[src/rtl/vga_sync_gen.sv]
// vga_sync_gen: VGA timing generator gated by PLL lock qualification.
//
// Waits for the PLL to report lock, requires LOCK_SETTLE+1 consecutive
// locked samples, then scans an H_TOTAL x V_TOTAL raster.
//
// Ports
//   clock_in    in   pixel clock (only clock)
//   reset_n     in   synchronous active-low reset
//   locked      in   PLL lock indicator
//   hsync       out  horizontal sync, active-low
//   vsync       out  vertical sync, active-low
//   de          out  display enable (visible pixel)
//   x, y        out  visible column/row, 0 outside active video
//   frame_start out  one-cycle pulse at position (0,0)
//   running     out  high while scanning
module vga_sync_gen #(
    parameter int H_ACTIVE    = 640,
    parameter int H_FP        = 16,
    parameter int H_SYNC      = 96,
    parameter int H_BP        = 48,
    parameter int V_ACTIVE    = 480,
    parameter int V_FP        = 10,
    parameter int V_SYNC      = 2,
    parameter int V_BP        = 33,
    parameter int LOCK_SETTLE = 16
) (
    input  logic       clock_in,
    input  logic       reset_n,
    input  logic       locked,
    output logic       hsync,
    output logic       vsync,
    output logic       de,
    output logic [9:0] x,
    output logic [9:0] y,
    output logic       frame_start,
    output logic       running
);

    localparam int H_TOTAL = H_ACTIVE + H_FP + H_SYNC + H_BP;
    localparam int V_TOTAL = V_ACTIVE + V_FP + V_SYNC + V_BP;
    localparam int SW      = (LOCK_SETTLE < 1) ? 1 : $clog2(LOCK_SETTLE + 1);

    // 11-bit constants so a 1024 total (counter max 1023) still compares cleanly
    localparam logic [10:0] H_LAST  = 11'(H_TOTAL - 1);
    localparam logic [10:0] H_ACT   = 11'(H_ACTIVE);
    localparam logic [10:0] HS_BEG  = 11'(H_ACTIVE + H_FP);
    localparam logic [10:0] HS_END  = 11'(H_ACTIVE + H_FP + H_SYNC);
    localparam logic [10:0] V_LAST  = 11'(V_TOTAL - 1);
    localparam logic [10:0] V_ACT   = 11'(V_ACTIVE);
    localparam logic [10:0] VS_BEG  = 11'(V_ACTIVE + V_FP);
    localparam logic [10:0] VS_END  = 11'(V_ACTIVE + V_FP + V_SYNC);
    localparam logic [SW-1:0] SETTLE_MAX = SW'(LOCK_SETTLE);

    if (H_TOTAL > 1024 || V_TOTAL > 1024) begin : g_bad_totals
        $error("vga_sync_gen: H_TOTAL and V_TOTAL must be <= 1024");
    end

    typedef enum logic [1:0] {WAIT_LOCK, SETTLE, RUN} state_t;

    state_t        state_q, state_d;
    logic [SW-1:0] settle_q, settle_d;
    logic [9:0]    h_q, h_d, v_q, v_d;
    logic          hsync_q, hsync_d, vsync_q, vsync_d, de_q, de_d;
    logic [9:0]    x_q, x_d, y_q, y_d;
    logic          frame_start_q, frame_start_d, running_q, running_d;
    logic [10:0]   hx, vx;
    logic          act;

    always_comb begin
        state_d  = state_q;
        settle_d = settle_q;
        h_d      = h_q;
        v_d      = v_q;
        case (state_q)
            WAIT_LOCK: begin
                settle_d = '0;
                h_d      = '0;
                v_d      = '0;
                if (locked) begin
                    state_d  = SETTLE;
                    settle_d = SW'(1);
                end
            end
            SETTLE: begin
                if (!locked) begin
                    state_d  = WAIT_LOCK;
                    settle_d = '0;
                end else if (settle_q >= SETTLE_MAX) begin
                    // this sample is the LOCK_SETTLE+1-th in a row
                    state_d  = RUN;
                    settle_d = '0;
                    h_d      = '0;
                    v_d      = '0;
                end else begin
                    settle_d = settle_q + 1'b1;
                end
            end
            RUN: begin
                if (!locked) begin
                    state_d = WAIT_LOCK;
                    h_d     = '0;
                    v_d     = '0;
                end else if ({1'b0, h_q} == H_LAST) begin
                    h_d = '0;
                    v_d = ({1'b0, v_q} == V_LAST) ? 10'd0 : v_q + 10'd1;
                end else begin
                    h_d = h_q + 10'd1;
                end
            end
            default: begin
                state_d  = WAIT_LOCK;
                settle_d = '0;
                h_d      = '0;
                v_d      = '0;
            end
        endcase

        // Outputs decode the *next* position so the registered outputs line
        // up with the position counters without an extra cycle of latency.
        act           = (state_d == RUN);
        hx            = {1'b0, h_d};
        vx            = {1'b0, v_d};
        hsync_d       = !(act && hx >= HS_BEG && hx < HS_END);
        vsync_d       = !(act && vx >= VS_BEG && vx < VS_END);
        de_d          = act && hx < H_ACT && vx < V_ACT;
        x_d           = de_d ? h_d : 10'd0;
        y_d           = de_d ? v_d : 10'd0;
        frame_start_d = act && h_d == 10'd0 && v_d == 10'd0;
        running_d     = act;
    end

    always_ff @(posedge clock_in) begin
        if (!reset_n) begin
            state_q       <= WAIT_LOCK;
            settle_q      <= '0;
            h_q           <= '0;
            v_q           <= '0;
            hsync_q       <= 1'b1;
            vsync_q       <= 1'b1;
            de_q          <= 1'b0;
            x_q           <= '0;
            y_q           <= '0;
            frame_start_q <= 1'b0;
            running_q     <= 1'b0;
        end else begin
            state_q       <= state_d;
            settle_q      <= settle_d;
            h_q           <= h_d;
            v_q           <= v_d;
            hsync_q       <= hsync_d;
            vsync_q       <= vsync_d;
            de_q          <= de_d;
            x_q           <= x_d;
            y_q           <= y_d;
            frame_start_q <= frame_start_d;
            running_q     <= running_d;
        end
    end

    assign hsync       = hsync_q;
    assign vsync       = vsync_q;
    assign de          = de_q;
    assign x           = x_q;
    assign y           = y_q;
    assign frame_start = frame_start_q;
    assign running     = running_q;

endmodule

[config.mk]
export PLATFORM = sky130hd
export DESIGN_NAME = vga_sync_gen
export DESIGN_NICKNAME = d
export VERILOG_FILES = /design/src/rtl/vga_sync_gen.sv
export SDC_FILE = /design/constraint.sdc
export NUM_CORES = 1
export LEC_CHECK = 0
export BUFFER_PORTS_ARGS = -buffer_cell sky130_fd_sc_hd__buf_2
export CAP_MARGIN = 0
export CELL_PAD_IN_SITES_DETAIL_PLACEMENT = 0
export CELL_PAD_IN_SITES_GLOBAL_PLACEMENT = 2
export CORE_ASPECT_RATIO = 1.2
export CORE_MARGIN = 1
export CORE_UTILIZATION = 31
export CTS_CLUSTER_DIAMETER = 150
export CTS_CLUSTER_SIZE = 40
export DETAILED_ROUTE_END_ITERATION = 8
export GPL_TIMING_DRIVEN = 0
export PLACE_DENSITY = 0.77
export SETUP_SLACK_MARGIN = 0.5
export SYNTH_ARGS = -nofsm -noshare
export SYNTH_HDL_FRONTEND = slang
export SYNTH_SLANG_ARGS = --single-unit
[constraint.sdc]
create_clock -name clock_in -period 2.3 [get_ports clock_in]
set_input_delay 0.23 -clock clock_in [delete_from_list [all_inputs] [get_ports clock_in]]
set_output_delay 0.23 -clock clock_in [all_outputs]
set_load 0.02 [all_outputs]
=== After elaboration in Yosys (flattened, before gate mapping) ===
Index checks and enable logic that the tools add are counted.

* $add $sub $neg: 3
* Magnitude comparators: 7
* Equality and inequality tests: 5
* Multiplexer cells: 20
* Reductions and logical operators: 14

{| class="wikitable"
|+ Operators with widths
! operator !! count
|-
| 10-bit 2-to-1 mux || 9
|-
| 10-bit one-hot mux with 2 select lines || 2
|-
| 10-bit by 1-bit adder with 10-bit output, second input constant || 2
|-
| 10-bit equality test, second input constant || 2
|-
| 10-bit logical NOT || 2
|-
| 10-bit less-than comparator, second input constant || 2
|-
| 10-bit by 9-bit less-than comparator with 1-bit output, second input constant || 2
|-
| 5-bit one-hot mux with 3 select lines || 1
|-
| 10-bit >= comparator, second input constant || 1
|-
| 10-bit by 9-bit >= comparator with 1-bit output, second input constant || 1
|-
| 5-bit 2-to-1 mux || 2
|-
| 1-bit logical AND || 8
|-
| 2-bit 2-to-1 mux || 4
|-
| 2-bit one-hot mux with 3 select lines || 1
|-
| 5-bit by 1-bit adder with 5-bit output, second input constant || 1
|-
| 5-bit >= comparator, second input constant || 1
|-
| 2-bit equality test, second input constant || 2
|-
| 2-bit by 1-bit equality test with 1-bit output, second input constant || 1
|-
| 1-bit logical NOT || 2
|-
| 2-bit logical NOT || 1
|-
| 2-bit AND reduction || 1
|-
| 1-bit 2-to-1 mux || 1
|}

* Register bits: 52
* Bits of input ports: 3
* Word-level logic and storage cells: 60

=== Logic depth before layout (Yosys ltp) ===
Gate-level depths: netlist of the first run.

* Depth in word-level cells: 9
* Depth in mapped cells: 12
* Depth with buffers taken out: 9

=== Worst setup path after synthesis of the first run ===
No wires, ideal clock.

* Kind: register to register
* Start: register h_q[0]
* End: register y_q[4], in the netlist y[4]
* Setup time: 0.127 ns
* Arrival time: 2.350 ns
* Required time: 2.173 ns
* Path slack: -0.177 ns
* Cell stages (with the launch flop): 11
* Path buffers: 2
* Clock period less this slack: 2.477 ns
* Cells stage by stage: dfxtp_1 ha_1 nand4_1 clkbuf_1 nor4_1 and3_1 nor3b_1 a211oi_4 o311ai_4 buf_6 nor2_1

* Word-level cells in the longest chain between the ends: 8
* Elaborated cells on any way between the ends: 15

{| class="wikitable"
|+ Ends and longest elaborated chain
! item !! RTL line !! source
|-
| from (decl) || 62 || <nowiki>logic [9:0] h_q, h_d, v_q, v_d;</nowiki>
|-
| from (signal assigned) || 136 || <nowiki>h_q <= '0;</nowiki>
|-
| from (signal assigned) || 148 || <nowiki>h_q <= h_d;</nowiki>
|-
| 10-bit by 1-bit adder with 10-bit output or 10-bit equality test (tied branches) || 107, 103 ||
|-
| 10-bit 2-to-1 mux || 103 || <nowiki>end else if ({1'b0, h_q} == H_LAST) begin</nowiki>
|-
| 10-bit 2-to-1 mux || 99 || <nowiki>if (!locked) begin</nowiki>
|-
| 10-bit one-hot mux with 2 select lines || 74 || <nowiki>case (state_q)</nowiki>
|-
| 10-bit less-than comparator || 125 || <nowiki>de_d = act && hx < H_ACT && vx < V_ACT;</nowiki>
|-
| 1-bit logical AND (2 in series) || 125 ||
|-
| 2-bit AND reduction (no source line) || n/a ||
|-
| to (signal assigned) || 154 || <nowiki>y_q <= y_d;</nowiki>
|-
| to (decl) || 64 || <nowiki>logic [9:0] x_q, x_d, y_q, y_d;</nowiki>
|}

Parallel ways exist; a longest one is shown, timed or not.
A chain may end at the register's enable or synchronous reset.

=== Worst setup path in the final report of the first run ===
* Start: register h_q[5]
* End: register y_q[6], in the netlist y[6]

Same word-level chain as after synthesis.

==> impl_results.md, run 1 <==
- Status: finished, violations left
- Failing checks: setup timing
- Global route total overflow: 0
- Post-DP HPWL: about 6000 µm
- R2R depth: 10
- Synth Net Count: 342
- GRT Util Overall: 0.199
- # DRC: 0
- Yosys reg bits: between 50 and 60
- Startpoint types: register
- Final ANT Viol Nets: 0
- Antenna Cells: 0
- RR Endpoint: y[6]
- Via count: ~2800
- Ys Warns: 0
- Sequential cell area fraction in the yosys report: 0.387
- Hold Vio Cnt, Final: 0
- Largest net degree at the start of global routing: 17
- Reg2Reg Setup Slack: -0.25 ns
- Min cycle time layout: between 2 and 3 ns
- Setup ws final: -0.252 ns
- H-tree Lvls: 2
- Root Driver: clkbuf_8
- Setup violators final: 23
- Unrepaired setup endpoints after global routing: yes
- Iter 0 DRT Violations: around 160
- Critical path capture point type: register
- Synth Area in Adders: 0.0419
- Die X: between 80 and 90 µm
- Slew HR: 0.566
- Post-synth top area share: 0.387
- Crit path DAT: around 2.8 ns
- Antenna violations before repair: 0
- # IOs: 28
- CTS tree: done
- CP required: 2.54 ns
- Initial Util: 0.326
- Dominant synthesized flop cell: dfxtp_1
- Post-synthesis xor/xnor area fraction: 0.00326
- WL final: 8810 µm
- Pin slew with the least headroom to its limit: 0.651 ns
- GP Congestion: between 0.8 and 0.9
- Clk Latency, worst-skew pair: a little over 0.3 ns
- Synth Area in Simple Gates: 0.313
- Setup_tns: -5.07 ns
- Pre-antenna DRT Iters: 4
- Gate count after technology mapping: 330
- Global routing usage on met1: 0.252
- Synth top cells by count: dfxtp_1 (52), nor2_1 (47), nand2_1 (22), o21ai_0 (20)
- Number of global-route vias before repair: 2690
- Hold buffer count at cts: 0
- Clock skew: around 0.0069 ns
- WS Path Type: reg2reg
- Die ar.: 9050 µm²
- TritonCTS Sinks: between 50 and 60
- Die H: around 100 µm
- Top-count cell post-synth: dfxtp_1
- Post-synthesis mux area share: 0
- CP endpoint: y[6]
- Worst setup path startpoint: h_q[5]
- PwrDens: between 400 and 500 nW/µm²
- Static leakage: ~1.5 nW
- Largest family of logic cells by synthesized area: simple AND/OR/NAND/NOR gates
- Wire per inst: about 17 µm
- Most Crowded Layer GR: met2
- Hold Path Class: in2reg
- Power consumption: between 0.0015 and 0.002 W
- Post-synth ARST share: 0
- Num CTS Buffers: 5
- Clock slew at reported path FFs: about 0.10 ns
- Netlist cell types: 54
- Final Cycle Share: 1.11
- Grt met3 use: 0.0222
- Avg Cell Area, Syn: approximately 8.1 µm²
- Rows: 36
- Layout cells sized above 1: 0.385
- CTS max path bufs: 2
- GR Util met2: 0.347
- Total Nets Final: roughly 420
- Peak VDD IR: approximately 0.25 mV
- Fmax: around 390 MHz
- I/O Buffers: 27
- Layout area overhead: 43.6%
- Core area: 8240 µm²
- Post-synth EDFFs: 0
- Mapped Area: 2690 µm²
- Final Slew Violations: 0
- Worst r2r src: h_q[5]
- Cell taking the most area after synthesis: dfxtp_1
- Dpl ws: -0.910 ns
- Crit-path max FO: 8
- First-pass GRT wire length: 13800 µm
- Ranking of synthesized cells by area: dfxtp_1 (39%), nor2_1 (6.6%), ha_1 (4.2%)
- Vias per cell: approximately 5.3
- Max Cap Violations: 0
- Complex-gate fraction of the synthesized area: 0.209
## sequential cells by signal, summed over array words and instances, names as in the netlist
register     flops
de               1
frame_start      1
h_q             10
hsync            1
running          1
settle_q         5
state_q          2
v_q             10
vsync            1
x               10
y               10
## layer usage
layer	share of wire	vias up
met5	0	-
li1	-	1362
met4	0.024	0
met1	0.44	1327
met2	0.50	66
met3	0.032	12
## worst min path at each step
stage	startpoint	end	slack, ns	cells after the start
CTS	reset_n	h_q[5]	0.24	2
floorplan	reset_n	h_q[5]	0.35	1
global placement	settle_q[3]	settle_q[3]	0.49	2
finish	reset_n	h_q[5]	0.24	2
detailed placement	settle_q[3]	settle_q[3]	0.49	2
global route	reset_n	h_q[5]	0.25	2
## kinds of logic (layout without fill, tap and decap cells)
| logic type | count (synthesis) | in the layout |
|---|---|---|
| AND/OR/NAND/NOR | 158 | 158 |
| AO/OA/AOI/OAI | 80 | 80 |
| flip-flops | 52 | 52 |
| buffers and inverters | 29 | 109 |
| adder cells (fa/ha/maj) | 9 | 9 |
| other | 1 | 1 |
| XOR/XNOR | 1 | 1 |
## what timing repair did
action                                  in CTS  in global routing
buffers inserted                            27                 18
pin swaps                                   18                 23
endpoints found under the setup margin      45                 44
resized for setup                           50                 47
## power by group
part	switching (W)	internal [W]
Combinational	0.0000631	0.0000287
Sequential	0.00000415	0.000900
Clock	0.000314	0.000244
Total	0.000381	0.00117
## critical path, stage by stage, from the launching register on
cell and delay (ns):
dfxtp_4 0.36, or3_1 0.35, buf_6 0.15, or3_4 0.44, o21ai_4 0.23, nor3b_2 0.10, a211oi_4 0.23, buf_4 0.18
o311ai_4 0.16, buf_6 0.18, nor2b_1 0.11
## through the flow
stage          area (µm²)  hold WS, ns  utilization  instances
2_1_floorplan        2800        0.352            -        330
3_3_place_gp         3070        0.485        0.373        471
3_5_place_dp         3070        0.486        0.373        471
4_1_cts              3530        0.243        0.429        506
5_1_grt              3860        0.254        0.468        524
6_report             3860        0.244        0.468        524
## area by class of cell
class | count | area [µm²]
fill | 848 | 4380
multi-input combinational | 249 | 1860
sequential | 52 | 1060
timing repair buffer | 72 | 519
tap | 114 | 143
buffer | 15 | 126
clock buffer | 6 | 82.6
inverter | 14 | 52.6
clock inverter | 2 | 15.0
## placed cells by master (no fill, tap or decap), types with 4 or more instances in the layout
cell type / count
a21oi_1: 8
a21oi_2: 9
and2_1: 5
and3_1: 6
and3_4: 4
and4_1: 4
buf_2: 27
buf_4: 37
buf_6: 11
clkbuf_1: 5
clkbuf_8: 8
dfxtp_1: 45
dfxtp_4: 4
ha_1: 6
inv_1: 12
nand2_1: 18
nand3_1: 14
nand4_1: 9
nor2_1: 40
nor2_2: 5
nor2b_1: 7
nor3_1: 4
nor4_1: 4
nor4_4: 4
o21ai_0: 9
o21ai_1: 7
o21ai_2: 6
o31a_1: 5
o31ai_1: 5
Power figures use the tool's default switching activity.
==> inputs of run 2 (changes only) <==
--- a/config.mk
+++ b/config.mk
@@ -16,6 +16,7 @@
 export CTS_CLUSTER_SIZE = 40
 export DETAILED_ROUTE_END_ITERATION = 8
 export GPL_TIMING_DRIVEN = 0
+export MAX_ROUTING_LAYER = met4
 export PLACE_DENSITY = 0.77
 export SETUP_SLACK_MARGIN = 0.5
 export SYNTH_ARGS = -nofsm -noshare
==> impl_results.md, run 2 (synthesis results as in run 1) <==
- Status: finished, violations left
- Failing checks: setup timing
- Rows: 36 (unchanged)
- Most Crowded Layer GR: met2
- Hold Crit Endpoint: h_q[5]
- Power consumption: 0.00155 W (about the same)
- Critical path capture point type: register
- GP Congestion: 0.845 (+1.5%)
- Num CTS Buffers: 5 (unchanged)
- Most frequent cells in the layout: dfxtp_1 (45), nor2_1 (40), buf_4 (37)
- Worst stage delay on the critical path: 0.44 ns (about the same)
- Layout Cells excl Fill: 524 (unchanged)
- Grt met3 use: 0.0222 (unchanged)
- Buf+Inv Stages, Crit Path: 3 (unchanged)
- Global route total overflow: 0 (unchanged)
- # DRC: 0 (unchanged)
- # fillers: 848 (unchanged)
- Final core utilization: 0.468 (unchanged)
- Max Cap Violations: 0 (unchanged)
- Critical path's slowest cell: or3_4
- Hold Vio Cnt, Final: 0 (unchanged)
- Number of global-route vias before repair: 2687 (-0.11%)
- Via count: 2787 (+0.72%)
- Worst r2r src: h_q[5]
- Startpoint types: register
- PwrDens: 402 nW/µm² (about the same)
- Root Driver: clkbuf_8
- GR Util met2: 0.348 (+0.000562)
- Slew HR: 0.575 (+0.00924)
- Unrepaired setup endpoints after global routing: yes
- Cell family with most CP delay: simple AND/OR/NAND/NOR gates
- Hold Path Class: in2reg
- Hold-critical path depth: 2 (unchanged)
- Setup ws final: -0.250 ns (+0.00136 ns)
- GRT Util Overall: 0.205 (+0.00555)
- Post-DP HPWL: 5860 µm (unchanged)
- Die X: 87.0 µm (unchanged)
- Layout cells sized above 1: 0.385 (unchanged)
- Final Slew Violations: 0 (unchanged)
- CTS tree: done
- Reg2Reg Setup Slack: -0.25 ns (about the same)
- Antenna violations before repair: 0 (unchanged)
- Global routing usage on met1: 0.252 (-0.000490)
- Final Cycle Share: 1.11 (about the same)
- Clk Latency, worst-skew pair: 0.31 ns (about the same)
- CTS max path bufs: 2 (unchanged)
- Total Nets Final: 421 (unchanged)
- Largest net degree at the start of global routing: 17 (unchanged)
- First-pass GRT wire length: 13800 µm (about the same)
- CP required: 2.54 ns (about the same)
- Final ANT Viol Nets: 0 (unchanged)
- H-tree Lvls: 2 (unchanged)
- Static leakage: 1.46 nW (unchanged)
- HP Start: reset_n
- WL final: 8840 µm (+0.32%)
- Crit-path max FO: 8 (unchanged)
- Commonest non-fill, non-tap cell in the layout: dfxtp_1
- Crit path DAT: 2.79 ns (about the same)
- Clock slew at reported path FFs: 0.10 ns (about the same)
- Setup violators final: 23 (unchanged)
- # IOs: 28 (unchanged)
- TritonCTS Sinks: 52 (unchanged)
- Dpl cells: 471 (unchanged)
- R2R depth: 10 (unchanged)
- Core area: 8240 µm² (unchanged)
- Pin slew with the least headroom to its limit: 0.637 ns (-0.0139 ns)
- WS Path Type: reg2reg
- Peak VDD IR: 0.255 mV (+0.36%)
- Dpl ws: -0.910 ns (unchanged)
- Hold buffer count at cts: 0 (unchanged)
- Vias per cell: 5.32 (+0.72%)
- Layout area overhead: 43.6% (unchanged)
- Die ar.: 9050 µm² (unchanged)
- Min cycle time layout: 2.55 ns (-0.00136 ns)
- Crit path top cell by count: buf_6
- Pre-antenna DRT Iters: 4 (unchanged)
- Clock skew: 0.00518 ns (-0.00177 ns)
- Wire per inst: 16.9 µm (+0.32%)
- Fmax: 392 MHz (about the same)
- Antenna Cells: 0 (unchanged)
- I/O Buffers: 27 (unchanged)
- Iter 0 DRT Violations: 164 (+1.9%)
- Die H: 104 µm (unchanged)
- RR Endpoint: y[6]
- Crit-path cells: or3_1, buf_6, or3_4, o21ai_4, nor3b_2, a211oi_4, buf_4, o311ai_4, buf_6, nor2b_1
- Initial Util: 0.326 (unchanged)
==> run 2: cell counts in the layout (fill, tap and decap cells not counted) <==
Identical to the previous run, type by type.
==> run 2: layer usage <==
metal / part of all wire / vias to the layer above
met5: 0 / -
met4: 0.024 / 0
met3: 0.037 / 18
met2: 0.50 / 66
met1: 0.43 / 1340
li1: - / 1363
==> run 2: final cells by class <==
cell class	instances	area [µm²]	area share
plain buffers	15	126	0.0327
clock buffers	6	82.6	0.0214
clock inverters	2	15.0	0.00389
inverters	14	52.6	0.0136
multi-input cells	249	1860	0.482
flip-flops and latches	52	1060	0.275
well taps	114	143	0.0370
repair buffers	72	519	0.135
==> run 2: repair_timing <==
action / 4_1_cts / 5_1_grt
pin swaps: 18 / 23
buffers inserted: 27 / 18
endpoints found under the hold margin: 0 / 0
endpoints found under the setup margin: 45 / 44
resized for setup: 50 / 47
==> run 2: power by group <==
| group | switching (W) | leakage (nW) | total (W) | internal (W) |
|---|---|---|---|---|
| Combinational | 0.0000630 | 0.992 | 0.0000917 | 0.0000287 |
| Sequential | 0.00000416 | 0.424 | 0.000904 | 0.000900 |
| Clock | 0.000313 | 0.0434 | 0.000557 | 0.000244 |
| Total | 0.000380 | 1.46 | 0.00155 | 0.00117 |
==> run 2: worst max path at each step <==
stage	startpoint	to	slack, ns	depth (start not counted)
2_1_floorplan	h_q[6]	y[4]	-0.04	9
3_3_place_gp	state_q[1]	y[0]	-0.94	11
3_5_place_dp	state_q[1]	x[3]	-0.91	11
4_1_cts	h_q[5]	y[6]	-0.24	9
5_1_grt	h_q[0]	x[5]	-0.38	11
6_report	h_q[5]	y[6]	-0.25	10
==> run 2: worst reg2reg max path: stages, from the launching register on <==
cell and delay [ns]:
dfxtp_4 0.36, or3_1 0.35, buf_6 0.15, or3_4 0.44, o21ai_4 0.23, nor3b_2 0.10, a211oi_4 0.23, buf_4 0.18
o311ai_4 0.16, buf_6 0.18, nor2b_1 0.11
==> run 2: per-stage QoR <==
step                      instance area (µm²)  hold slack, ns  setup TNS, ns
final                                    3860           0.243          -5.05
after global routing                     3860           0.254          -7.59
after CTS                                3530           0.243          -4.71
after detailed placement                 3070           0.486         -18.10
after global placement                   3070           0.485         -18.68
after floorplan                          2800           0.352         -0.330
